--- config.mk ---
export PLATFORM = sky130hd
export DESIGN_NAME = accumulator_datapath_flat
export DESIGN_NICKNAME = d
export VERILOG_FILES = /design/src/rtl/accumulator_datapath_if.sv /design/src/rtl/accumulator_datapath.sv /design/src/flat_wrapper.sv
export SDC_FILE = /design/constraint.sdc
export NUM_CORES = 1
export LEC_CHECK = 0
export CAP_MARGIN = 20
export CORE_MARGIN = 2
export CORE_UTILIZATION = 38
export CTS_BUF_LIST = sky130_fd_sc_hd__clkbuf_4 sky130_fd_sc_hd__clkbuf_8 sky130_fd_sc_hd__clkbuf_16
export DETAILED_ROUTE_END_ITERATION = 10
export GPL_TIMING_DRIVEN = 0
export PLACE_DENSITY = 0.7
export SYNTH_ARGS = -nofsm -noshare
export SYNTH_HDL_FRONTEND = slang
export SYNTH_SLANG_ARGS = --single-unit
--- constraint.sdc ---
create_clock -name clk -period 3.5 [get_ports clk]
set_input_delay 0.35 -clock clk [delete_from_list [all_inputs] [get_ports clk]]
set_output_delay 0.35 -clock clk [all_outputs]
set_load 0.02 [all_outputs]
--- src/rtl/accumulator_datapath_if.sv ---
// Operation handshake and result bus for accumulator_datapath.
// The master side presents operations; the slave side (the datapath) returns status and results.
interface accumulator_datapath_if #(
    parameter int unsigned WIDTH    = 4,
    parameter int unsigned NUM_REGS = 2
);
    localparam int unsigned SEL_W = (NUM_REGS > 1) ? $clog2(NUM_REGS) : 1;

    logic             op_valid;
    logic             op_ready;
    logic [2:0]       op_code;
    logic [SEL_W-1:0] op_sel;
    logic [WIDTH-1:0] op_data;
    logic [WIDTH-1:0] acc;
    logic [WIDTH-1:0] out_data;
    logic             overflow;
    logic             done;

    modport master (
        output op_valid,
        output op_code,
        output op_sel,
        output op_data,
        input  op_ready,
        input  acc,
        input  out_data,
        input  overflow,
        input  done
    );

    modport slave (
        input  op_valid,
        input  op_code,
        input  op_sel,
        input  op_data,
        output op_ready,
        output acc,
        output out_data,
        output overflow,
        output done
    );
endinterface

--- src/rtl/accumulator_datapath.sv ---
// Three-phase (IDLE/EXEC/WB) accumulator with operand registers, output register and sticky overflow.
// Build macro ACCUMULATOR_SATURATE_EN: clamp overflowing ADD/SHL to all-ones and borrowing SUB to 0.
module accumulator_datapath #(
    parameter int unsigned WIDTH    = 4,
    parameter int unsigned NUM_REGS = 2
) (
    input  logic                   clk,
    input  logic                   reset,
    accumulator_datapath_if.slave  bus
);
    localparam int unsigned SEL_W = (NUM_REGS > 1) ? $clog2(NUM_REGS) : 1;

    typedef enum logic [1:0] {
        S_IDLE = 2'd0,
        S_EXEC = 2'd1,
        S_WB   = 2'd2
    } state_e;

    typedef enum logic [2:0] {
        OP_NOP  = 3'd0,
        OP_LOAD = 3'd1,
        OP_ADD  = 3'd2,
        OP_SUB  = 3'd3,
        OP_SHL  = 3'd4,
        OP_SHR  = 3'd5,
        OP_CLR  = 3'd6,
        OP_OUT  = 3'd7
    } op_e;

    state_e           state_q;
    op_e              op_code_q;
    logic [SEL_W-1:0] op_sel_q;
    logic [WIDTH-1:0] op_data_q;
    logic [WIDTH-1:0] res_q;
    logic             res_ovf_q;
    logic [WIDTH-1:0] acc_q;
    logic [WIDTH-1:0] out_q;
    logic             ovf_q;
    logic             done_q;
    logic             ready_q;
    logic [WIDTH-1:0] regs_q [NUM_REGS];

    logic [WIDTH-1:0] operand_c;
    logic [WIDTH:0]   sum_c;
    logic [WIDTH-1:0] diff_c;
    logic             borrow_c;
    logic [WIDTH-1:0] res_d;
    logic             res_ovf_d;

    // Operand mux; an index beyond the register file reads as zero.
    always_comb begin
        operand_c = '0;
        for (int i = 0; i < NUM_REGS; i++) begin
            if (op_sel_q == SEL_W'(i)) begin
                operand_c = regs_q[i];
            end
        end
    end

    // Arithmetic for the captured operation, latched into res_q during EXEC.
    always_comb begin
        sum_c     = {1'b0, acc_q} + {1'b0, operand_c};
        diff_c    = acc_q - operand_c;
        borrow_c  = (operand_c > acc_q);
        res_d     = acc_q;
        res_ovf_d = 1'b0;
        case (op_code_q)
            OP_ADD: begin
                res_d     = sum_c[WIDTH-1:0];
                res_ovf_d = sum_c[WIDTH];
            end
            OP_SUB: begin
                res_d     = diff_c;
                res_ovf_d = borrow_c;
            end
            OP_SHL: begin
                res_d     = {acc_q[WIDTH-2:0], 1'b0};
                res_ovf_d = acc_q[WIDTH-1];
            end
            OP_SHR: begin
                res_d     = {1'b0, acc_q[WIDTH-1:1]};
            end
            default: begin
                res_d     = acc_q;
            end
        endcase
`ifdef ACCUMULATOR_SATURATE_EN
        if (res_ovf_d) begin
            res_d = (op_code_q == OP_SUB) ? '0 : '1;
        end
`endif
    end

    // Control FSM and all architectural state.
    always_ff @(posedge clk) begin
        if (!reset) begin
            state_q   <= S_IDLE;
            op_code_q <= OP_NOP;
            op_sel_q  <= '0;
            op_data_q <= '0;
            res_q     <= '0;
            res_ovf_q <= 1'b0;
            acc_q     <= '0;
            out_q     <= '0;
            ovf_q     <= 1'b0;
            done_q    <= 1'b0;
            ready_q   <= 1'b1;
            for (int i = 0; i < NUM_REGS; i++) begin
                regs_q[i] <= '0;
            end
        end else begin
            done_q <= 1'b0;
            case (state_q)
                S_IDLE: begin
                    if (bus.op_valid) begin
                        op_code_q <= op_e'(bus.op_code);
                        op_sel_q  <= bus.op_sel;
                        op_data_q <= bus.op_data;
                        ready_q   <= 1'b0;
                        state_q   <= S_EXEC;
                    end
                end
                S_EXEC: begin
                    res_q     <= res_d;
                    res_ovf_q <= res_ovf_d;
                    state_q   <= S_WB;
                end
                S_WB: begin
                    case (op_code_q)
                        OP_LOAD: begin
                            // Out-of-range index matches no register, so the load is dropped.
                            for (int i = 0; i < NUM_REGS; i++) begin
                                if (op_sel_q == SEL_W'(i)) begin
                                    regs_q[i] <= op_data_q;
                                end
                            end
                        end
                        OP_ADD, OP_SUB, OP_SHL, OP_SHR: begin
                            acc_q <= res_q;
                            ovf_q <= ovf_q | res_ovf_q;
                        end
                        OP_CLR: begin
                            acc_q <= '0;
                            ovf_q <= 1'b0;
                        end
                        OP_OUT: begin
                            out_q <= acc_q;
                        end
                        default: begin
                            acc_q <= acc_q;
                        end
                    endcase
                    done_q  <= 1'b1;
                    ready_q <= 1'b1;
                    state_q <= S_IDLE;
                end
                default: begin
                    ready_q <= 1'b1;
                    state_q <= S_IDLE;
                end
            endcase
        end
    end

    assign bus.op_ready = ready_q;
    assign bus.acc      = acc_q;
    assign bus.out_data = out_q;
    assign bus.overflow = ovf_q;
    assign bus.done     = done_q;

endmodule

--- src/flat_wrapper.sv ---
// flat-port wrapper written by rule: the top's interface ports become plain ports
module accumulator_datapath_flat 
#(
    parameter int unsigned WIDTH    = 4,
    parameter int unsigned NUM_REGS = 2
)
  (clk, reset, bus_op_valid, bus_op_code, bus_op_sel, bus_op_data, bus_op_ready, bus_acc, bus_out_data, bus_overflow, bus_done);
  accumulator_datapath_if #(.WIDTH(WIDTH), .NUM_REGS(NUM_REGS)) bus_i ();
  input  logic clk;
  input  logic reset;
  input wire logic [$bits(bus_i.op_valid)-1:0] bus_op_valid;
  input wire logic [$bits(bus_i.op_code)-1:0] bus_op_code;
  input wire logic [$bits(bus_i.op_sel)-1:0] bus_op_sel;
  input wire logic [$bits(bus_i.op_data)-1:0] bus_op_data;
  output wire logic [$bits(bus_i.op_ready)-1:0] bus_op_ready;
  output wire logic [$bits(bus_i.acc)-1:0] bus_acc;
  output wire logic [$bits(bus_i.out_data)-1:0] bus_out_data;
  output wire logic [$bits(bus_i.overflow)-1:0] bus_overflow;
  output wire logic [$bits(bus_i.done)-1:0] bus_done;
  assign bus_i.op_valid = bus_op_valid;
  assign bus_i.op_code = bus_op_code;
  assign bus_i.op_sel = bus_op_sel;
  assign bus_i.op_data = bus_op_data;
  assign bus_op_ready = bus_i.op_ready;
  assign bus_acc = bus_i.acc;
  assign bus_out_data = bus_i.out_data;
  assign bus_overflow = bus_i.overflow;
  assign bus_done = bus_i.done;
  accumulator_datapath #(.WIDTH(WIDTH), .NUM_REGS(NUM_REGS)) u_core (.clk(clk), .reset(reset), .bus(bus_i));
endmodule
* Word level (Yosys, flattened, before mapping)
Memory sizes are Yosys's and may differ from the RTL's.
Index checks and enable logic that the tools add are counted.
** Storage, ports and cells
- Register bits after elaboration :: 26
- RAM bits :: 8
- Memories kept :: 1
** Cells by class
- Add/subtract/negate cells :: 2
- $lt $le $gt $ge :: 1
- Equality and inequality tests :: 10
- Muxes and demuxes :: 23
- Bitwise operators :: 4
- Reduce and logical (&&, ||, !) cells :: 7
** Memory list
- u_core.regs_q :: depth 2, width 4, rd ports 2, clocked after Yosys merged registers in 0, wr ports 2, RTL line accumulator_datapath.sv:41 : logic [WIDTH-1:0] regs_q [NUM_REGS];
** Operators with widths (count)
- 4-bit one-hot mux with 4 select lines :: 1
- 1-bit two-way mux :: 13
- 3-bit == test (second input constant) :: 4
- 4-bit two-way mux :: 3
- 4-bit one-hot mux with 2 select lines :: 1
- 2-bit AND reduction :: 4
- 3-bit by 2-bit == test with 1-bit output (second input constant) :: 2
- 4-bit by 4-bit adder with 5-bit output :: 1
- 4-bit > comparator :: 1
- 1-bit one-hot mux with 2 select lines :: 2
- 2-bit one-hot mux with 2 select lines :: 1
- 4-bit OR reduction :: 1
- 4-bit subtractor :: 1
- 3-bit by 1-bit == test with 1-bit output (second input constant) :: 1
- 1-bit OR :: 3
- 1-bit one-hot mux with 3 select lines :: 1
- 2-bit by 1-bit == test with 1-bit output (second input constant) :: 1
- 2-bit == test (second input constant) :: 1
- 2-bit zero test :: 1
- 2-bit two-way mux :: 1
- 2-bit != test (second input constant) :: 1
- 2-bit nonzero test :: 1
- 1-bit NOT :: 1

* Logic depth before layout (Yosys ltp)
Gate-level depths: netlist (run 1).
- Word-level depth :: 6
- Depth in mapped cells :: 10
- Mapped depth without buffers :: 9

* Least setup slack after synthesis (run 1)
Ideal clock, no wire load.
- Kind :: reg-to-reg
- Start :: register u_core.op_sel_q
- End :: register u_core.res_q[1]
- Arrival :: 2.132 ns
- Required time :: 3.430 ns
- Path slack :: 1.298 ns
- Cell stages (with the launch flop) :: 10
- Period minus slack after synthesis :: 2.202 ns
- Cell sequence :: dfxtp_1 clkbuf_1 mux2_2 ha_1 inv_1 fa_1 mux2i_1 o22ai_1 a211o_1 a21boi_1
** On the way
- Longest elaborated chain between the ends :: 3
- Elaborated cells on any way between the ends :: 4
** RTL lines
- start, declared :: RTL line accumulator_datapath.sv:32 : logic [SEL_W-1:0] op_sel_q;
- start signal, assigned :: RTL line accumulator_datapath.sv:117 : op_sel_q <= bus.op_sel;
- 4-bit two-way mux * :: RTL line accumulator_datapath.sv:54 : if (op_sel_q == SEL_W'(i)) begin
- 4-bit subtractor or 4-bit by 4-bit adder with 5-bit output (tied branches) :: RTL line accumulator_datapath.sv:63, accumulator_datapath.sv:62
- 4-bit one-hot mux with 4 select lines * :: RTL line accumulator_datapath.sv:67 : case (op_code_q)
- end signal, assigned :: RTL line accumulator_datapath.sv:124 : res_q <= res_d;
- end, declared :: RTL line accumulator_datapath.sv:34 : logic [WIDTH-1:0] res_q;
Every way passes the cells marked *; elsewhere a longest branch is shown, timed or not.
A chain may end at the register's enable or synchronous reset.

* Final worst setup path (run 1)
Same ends and word-level chain as after synthesis.

==> run_results.csv, run 1 <==
group,metric,value,unit
final_layout,nFillCells,430,
synthesis,synth_seq_area_share,43.2,%
routing,drtIter0Drc,30,
clocking,cts_root_buffer,"clkbuf_8",
timing,tns,0,ps
final_layout,multiInputGateArea,910,um^2
timing,setup_viol,0,
routing,via_per_inst,5.11,
synthesis,netlist-cell-type-count,39,
pwr,p_per_area,444,nW/um^2
clocking,numCtsBuffers,5,
placement,gp_congestion,0.813,
timing,hold_viol,0,
clocking,clk_path_buf_depth,2,
floorplanning,die-area,5200,um^2
setup_path,worst-path-max-fanout,7,
floorplanning,num_io_pins,22,
clocking,cts_num_sinks,34,
final_layout,area_growth,23.4,%
clocking,clk_pin_slew,80,ps
synthesis,synthArstFlopShare,0,%
setup_path,critPathCaptureType,"register",
timing,rsz0062_at_grt,"false",
global_routing,grt_pass1_wl,6230,um
global_routing,grt_max_degree,13,
placement,port_buffers,21,
timing,max_clock_freq,402,MHz
global_routing,antenna_found_initial,0,
floorplanning,die_x,72.1,um
placement,post-dp-hpwl,2690,um
pwr,ir_drop,0.000303,V
floorplanning,core_region_area,4410,um^2
synthesis,netlist_instances,181,
job,maxCapViolCount,0,
timing,fin_skew,9.15,ps
worst_hold_path,hold_start,"u_core.res_q[1]$_SDFFE_PN0N_",
routing,drt_wl_total,3720,um
synthesis,avgSynthCellArea,9.73,um^2
routing,antenna_left,0,
setup_path,critPathRequiredTime,3730,ps
timing,tightest_slew,476,ps
synthesis,yosysWarnings,0,
clocking,clkLatencyLatePin,290,ps
routing,dr.pass1.iters,4,
worst_hold_path,worstHoldPathType,"register to register",
global_routing,grtUsageTotal,15.5,%
global_routing,grt_pass1_vias,1333,
setup_path,arrival,2720,ps
clocking,h-tree-depth,2,
setup_path,critPathMaxStageDelay,410,ps
timing,maxSlewHeadroom,68.1,%
setup_path,regToRegStartpoint,"u_core.op_sel_q$_SDFFE_PN0P_",
clocking,cts_resized,0,
pwr,p_leak,0.000851,uW
final_layout,ff_latch_area,761,um^2
routing,wl_per_cell,14.2,um
final_layout,final_nets,230,
final_layout,antenna-diode-count,0,
routing,num_vias,1339,
synthesis,synth_edf_count,8,
setup_path,critical_path.cell_chain,"clkbuf_1, mux2_2, ha_1, inv_1, fa_1, mux2i_1, o22ai_1, a211o_1, a21boi_1",
setup_path,critPathKind,"register to register",
synthesis,synth-seq-cells,34,
synthesis,synth_area,1760,um^2
status,status,"finished, final reports clean",
floorplanning,placementRows,24,
clocking,cts_tree,"yes",
global_routing,grt_overflow_total,0,
timing,fin_crit_sh,71.1,%
setup_path,reg2reg_slack,1010,ps
clocking,postCtsHoldBufs,0,
routing,drc_errors,0,
setup_path,cp-startpoint,"u_core.op_sel_q$_SDFFE_PN0P_",
timing,slew_viol_final,0,
setup_path,cpMaxStageDelayCell,"mux2_2",
final_layout,layout-drive-gt1-share,9.05,%
synthesis,syn-num-nets,202,
timing,fin_crit,2490,ps
floorplanning,chipHeight,72.1,um
final_layout,utilization,49.3,%
setup_path,cp-start-kind,"register",
synthesis,synth_flop_cell,"dfxtp_1",
clocking,post_cts_buffers,0,
floorplanning,start_util,39.9,%
final timing paths:
path                                       end  cells after the start
setup / recovery  u_core.res_q[1]$_SDFFE_PN0N_                      9
hold / removal    u_core.res_q[1]$_SDFFE_PN0N_                      2
setup reg to reg  u_core.res_q[1]$_SDFFE_PN0N_                      9
hold reg to reg   u_core.res_q[1]$_SDFFE_PN0N_                      2
sequential cells by signal, indices dropped and copies added, names as in the netlist, 2 cells and up:
register             cells
u_core.op_code_q         3
u_core.op_data_q         4
u_core.res_q             4
u_core.regs_q            8
u_core.bus.acc           4
u_core.bus.out_data      4
u_core.state_q           2
cells in the mapped netlist (2+ instances only):
cell	instances	area, um^2
clkbuf_1	4	15.0
edfxtp_1	8	240
a21oi_1	10	50.1
fa_1	2	40.0
and2b_1	2	15.0
nand2_1	8	30.0
a22oi_1	6	45.0
ha_1	8	100
a31oi_1	2	12.5
buf_4	4	30.0
o22ai_1	2	12.5
inv_2	2	7.51
nor2_1	8	30.0
nand3_1	5	25.0
mux2i_1	13	130
nand2b_1	3	18.8
o21ai_0	5	25.0
inv_1	9	33.8
nor2b_1	21	131
and3_1	4	25.0
o21ai_1	5	25.0
and2_1	4	25.0
o211ai_1	3	22.5
nor3_1	2	10.0
xnor2_1	2	17.5
dfxtp_1	26	521
per-layer routing:
metal	global-route usage, %	part of all wire (%)	wire length (um)	vias up
met1	21.1	50	1840	628
met3	3.19	3.4	126	4
met2	24.3	46	1700	25
li1	-	-	-	682
met5	0	0	0	-
met4	6.29	1.2	46	0
worst max-delay path, delay by kind of cell, from the launching register on:
kind	cells	cell delay, ps
buffers and inverters	2	410
muxes	2	610
adders and majority gates	2	590
AOI/OAI and AO/OA	3	510
DFF	1	310
layout make-up:
cell class                      instances  share of cell area [%]
Timing Repair Buffer                   21                    9.67
Buffer                                  9                    2.30
Inverter                               11                    1.90
Sequential cell                        34                    35.0
Clock inverter                          3                    3.16
Clock buffer                            5                    3.16
Multi-Input combinational cell        127                    41.8
Tap cell                               52                    2.99
stage by stage:
step / total power, uW / hold slack [ps] / cells / instance area (um^2) / setup WS [ps]
3_5_place_dp: 538 / 445 / 254 / 2040 / 1040
2_1_floorplan: 504 / 434 / 181 / 1760 / 1300
6_report: 965 / 456 / 262 / 2170 / 1010
3_3_place_gp: 536 / 443 / 254 / 2040 / 1060
4_1_cts: 972 / 455 / 262 / 2170 / 1020
5_1_grt: 994 / 480 / 262 / 2170 / 850
cell usage in the layout, fill, tap and decap left out, types with 6 or more instances in the layout:
| cell | count |
|---|---|
| edfxtp_1 | 8 |
| a22oi_1 | 6 |
| dfxtp_1 | 26 |
| inv_1 | 9 |
| a21oi_1 | 10 |
| nor2b_1 | 21 |
| ha_1 | 8 |
| mux2i_1 | 13 |
| nand2_1 | 8 |
| clkdlybuf4s50_1 | 21 |
| nor2_1 | 8 |
power breakdown:
part	internal, uW	leakage [uW]	switching, uW
clock	285	0.0000683	151
combinational	49.6	0.000489	56.1
sequential	415	0.000294	7.57
total	750	0.000851	215
logic make-up after synthesis:
family	after synthesis	synth area share, %
simple gates	60	20.0
compound gates	40	14.2
flops	34	43.2
buf+inv	20	5.18
mux	14	8.03
fa+ha+maj	10	7.95
xor+xnor	3	1.49
(Power assumes the default switching activity.)
==> inputs of run 2 (changes only) <==
PLACE_DENSITY = 0.72   (was 0.7)
clock period = 2.2 ns   (was 3.5 ns; I/O delays follow)
==> run 2 against run 1 <==
Compared with the run above: first-iteration DRC count grew 87%; clock-buffer cell count is the same; cell area grew 2.5%; combinational power grew 69%; critical endpoint unchanged; largest power group unchanged.
==> run_results.csv, run 2 (synthesis gave the netlist of run 1 again) <==
group,metric,value,unit
pwr,ir_drop,0.000473,V
clocking,h-tree-depth,2,
global_routing,grt_overflow_total,0,
pwr,sw_frac_of_total,22.2,%
placement,port_buffers,21,
pwr,power_frac_comb,11.5,%
placement,post-dp-hpwl,2590,um
final_layout,largest_register_ffs,8,
timing,whs,455,ps
global_routing,top_usage_layer,"met2",
timing,fin_crit,2130,ps
routing,num_vias,1350,
clocking,cts_root_buffer,"clkbuf_8",
global_routing,grtUsageTotal,15.8,%
placement,placed_cell_area,2040,um^2
final_layout,top_register,"u_core.regs_q",
pwr,p_per_area,695,nW/um^2
clocking,clk_path_buf_depth,2,
routing,dr.pass1.iters,4,
clocking,clkLatencyLatePin,290,ps
final_layout,layout_common_cells,"25 x dfxtp_1, 21 x nor2b_1, 21 x clkdlybuf4s50_1",
status,status,"finished, final reports clean",
routing,drc_errors,0,
routing,antenna_left,0,
timing,setup_viol,0,
global_routing,met2_usage,23.2,%
floorplanning,chipHeight,72.1,um
timing,tightest_slew,474,ps
setup_path,critPathKind,"register to register",
setup_path,cp-startpoint,"u_core.op_sel_q$_SDFFE_PN0P_",
global_routing,grt_pass1_vias,1319,
timing,fin_crit_sh,97.0,%
pwr,total_power,1550,uW
final_layout,area_growth,26.5,%
clocking,cts_num_sinks,34,
timing,max_clock_freq,469,MHz
final_layout,final_nets,232,
placement,gp_congestion,0.850,
floorplanning,start_util,39.9,%
pwr,power_switching,344,uW
floorplanning,core_region_area,4410,um^2
global_routing,grt_max_degree,13,
worst_hold_path,worstHoldPathType,"register to register",
global_routing,grt_pass1_wl,6290,um
final_layout,final_common_cell,"dfxtp_1",
final_layout,antenna-diode-count,0,
timing,maxSlewHeadroom,68.3,%
setup_path,critPathCaptureType,"register",
routing,via_per_inst,5.11,
setup_path,cp-start-kind,"register",
job,maxCapViolCount,0,
clocking,clk_pin_slew,70,ps
setup_path,critPathRequiredTime,2420,ps
pwr,clkPwrFrac,44.9,%
setup_path,worst-path-max-fanout,4,
floorplanning,die_x,72.1,um
floorplanning,num_io_pins,22,
pwr,p_int,1200,uW
routing,wl_per_cell,13.8,um
routing,drtIter0Drc,56,
global_routing,gr-usage-met1,21.9,%
timing,rsz0062_at_grt,"true",
pwr,power.share.sequential,43.6,%
timing,slew_viol_final,0,
timing,setup_ws,66.1,ps
floorplanning,placementRows,24,
clocking,numCtsBuffers,5,
routing,drt_wl_total,3640,um
setup_path,arrival,2360,ps
global_routing,antenna_found_initial,0,
floorplanning,die-area,5200,um^2
worst_hold_path,hold_start,"u_core.res_q[1]$_SDFFE_PN0N_",
final_layout,layout-drive-gt1-share,13.2,%
placement,place_ws,-110,ps
clocking,cts_tree,"yes",
timing,hold_viol,0,
global_routing,grtUsageMet3,4.17,%
timing,fin_skew,2.51,ps
pwr,p_leak,0.000873,uW
setup_path,regToRegStartpoint,"u_core.op_sel_q$_SDFFE_PN0P_",
final_layout,design_area,2230,um^2
final_layout,nFillCells,400,
-- run 2: cell count changes in the layout (fill, tap and decap cells not counted), moves of 2 or more --
cell	before	now
buf_4	4	6
ha_1	8	6
mux2i_1	13	11
mux2i_2	0	2
-- run 2: routing by layer --
metal	vias to the layer above	part of all wire [%]
li1	691	-
met1	622	50
met4	0	2.4
met2	30	44
met5	-	0
met3	7	3.9
-- run 2: stage by stage --
step	cells	setup TNS [ps]	utilization (%)
5_1_grt	264	-42.8	50.5
3_5_place_dp	254	-110	46.2
3_3_place_gp	254	-83.6	46.2
4_1_cts	262	0	49.6
6_report	264	0	50.5
2_1_floorplan	181	0	-
-- run 2: critical path, cell delays in order (launching register included) --
cell      delay [ps]
dfxtp_2          320
buf_8            120
mux2_4           320
ha_2             180
inv_2             70
fa_1             400
mux2i_2          180
o22ai_1          100
a211o_1          240
a21boi_1         130
-- run 2: power by group through the flow --
stage	combinational [uW]	clock (uW)	sequential [uW]
final	179	695	674
after floorplan	115	0	687
after CTS	170	701	674
after global placement	166	0	687
after detailed placement	166	0	688
after global routing	198	733	677
-- run 2: final timing paths --
| kind | endpoint | slack (ps) | cells after the start |
|---|---|---|---|
| max | u_core.res_q[1]$_SDFFE_PN0N_ | 70 | 9 |
| min | u_core.res_q[1]$_SDFFE_PN0N_ | 450 | 2 |
| max reg2reg | u_core.res_q[1]$_SDFFE_PN0N_ | 70 | 9 |
| min reg2reg | u_core.res_q[1]$_SDFFE_PN0N_ | 450 | 2 |
-- run 2: cell type report --
class	count	area, um^2	share of cell area [%]
repair buffers	23	225	10.1
inverters	11	41.3	1.85
multi-input cells	127	936	42.0
plain buffers	9	61.3	2.75
clock buffers	5	68.8	3.09
well taps	52	65.1	2.92
clock inverters	3	68.8	3.09
flip-flops and latches	34	762	34.2
-- run 2: timing repair --
| action | in CTS | in global routing |
|---|---|---|
| gates resized for setup | 3 | 8 |
| hold buffers | 0 | 0 |
| setup buffers | 0 | 2 |
| setup endpoints to repair | 1 | 1 |
| pin swaps | 1 | 5 |
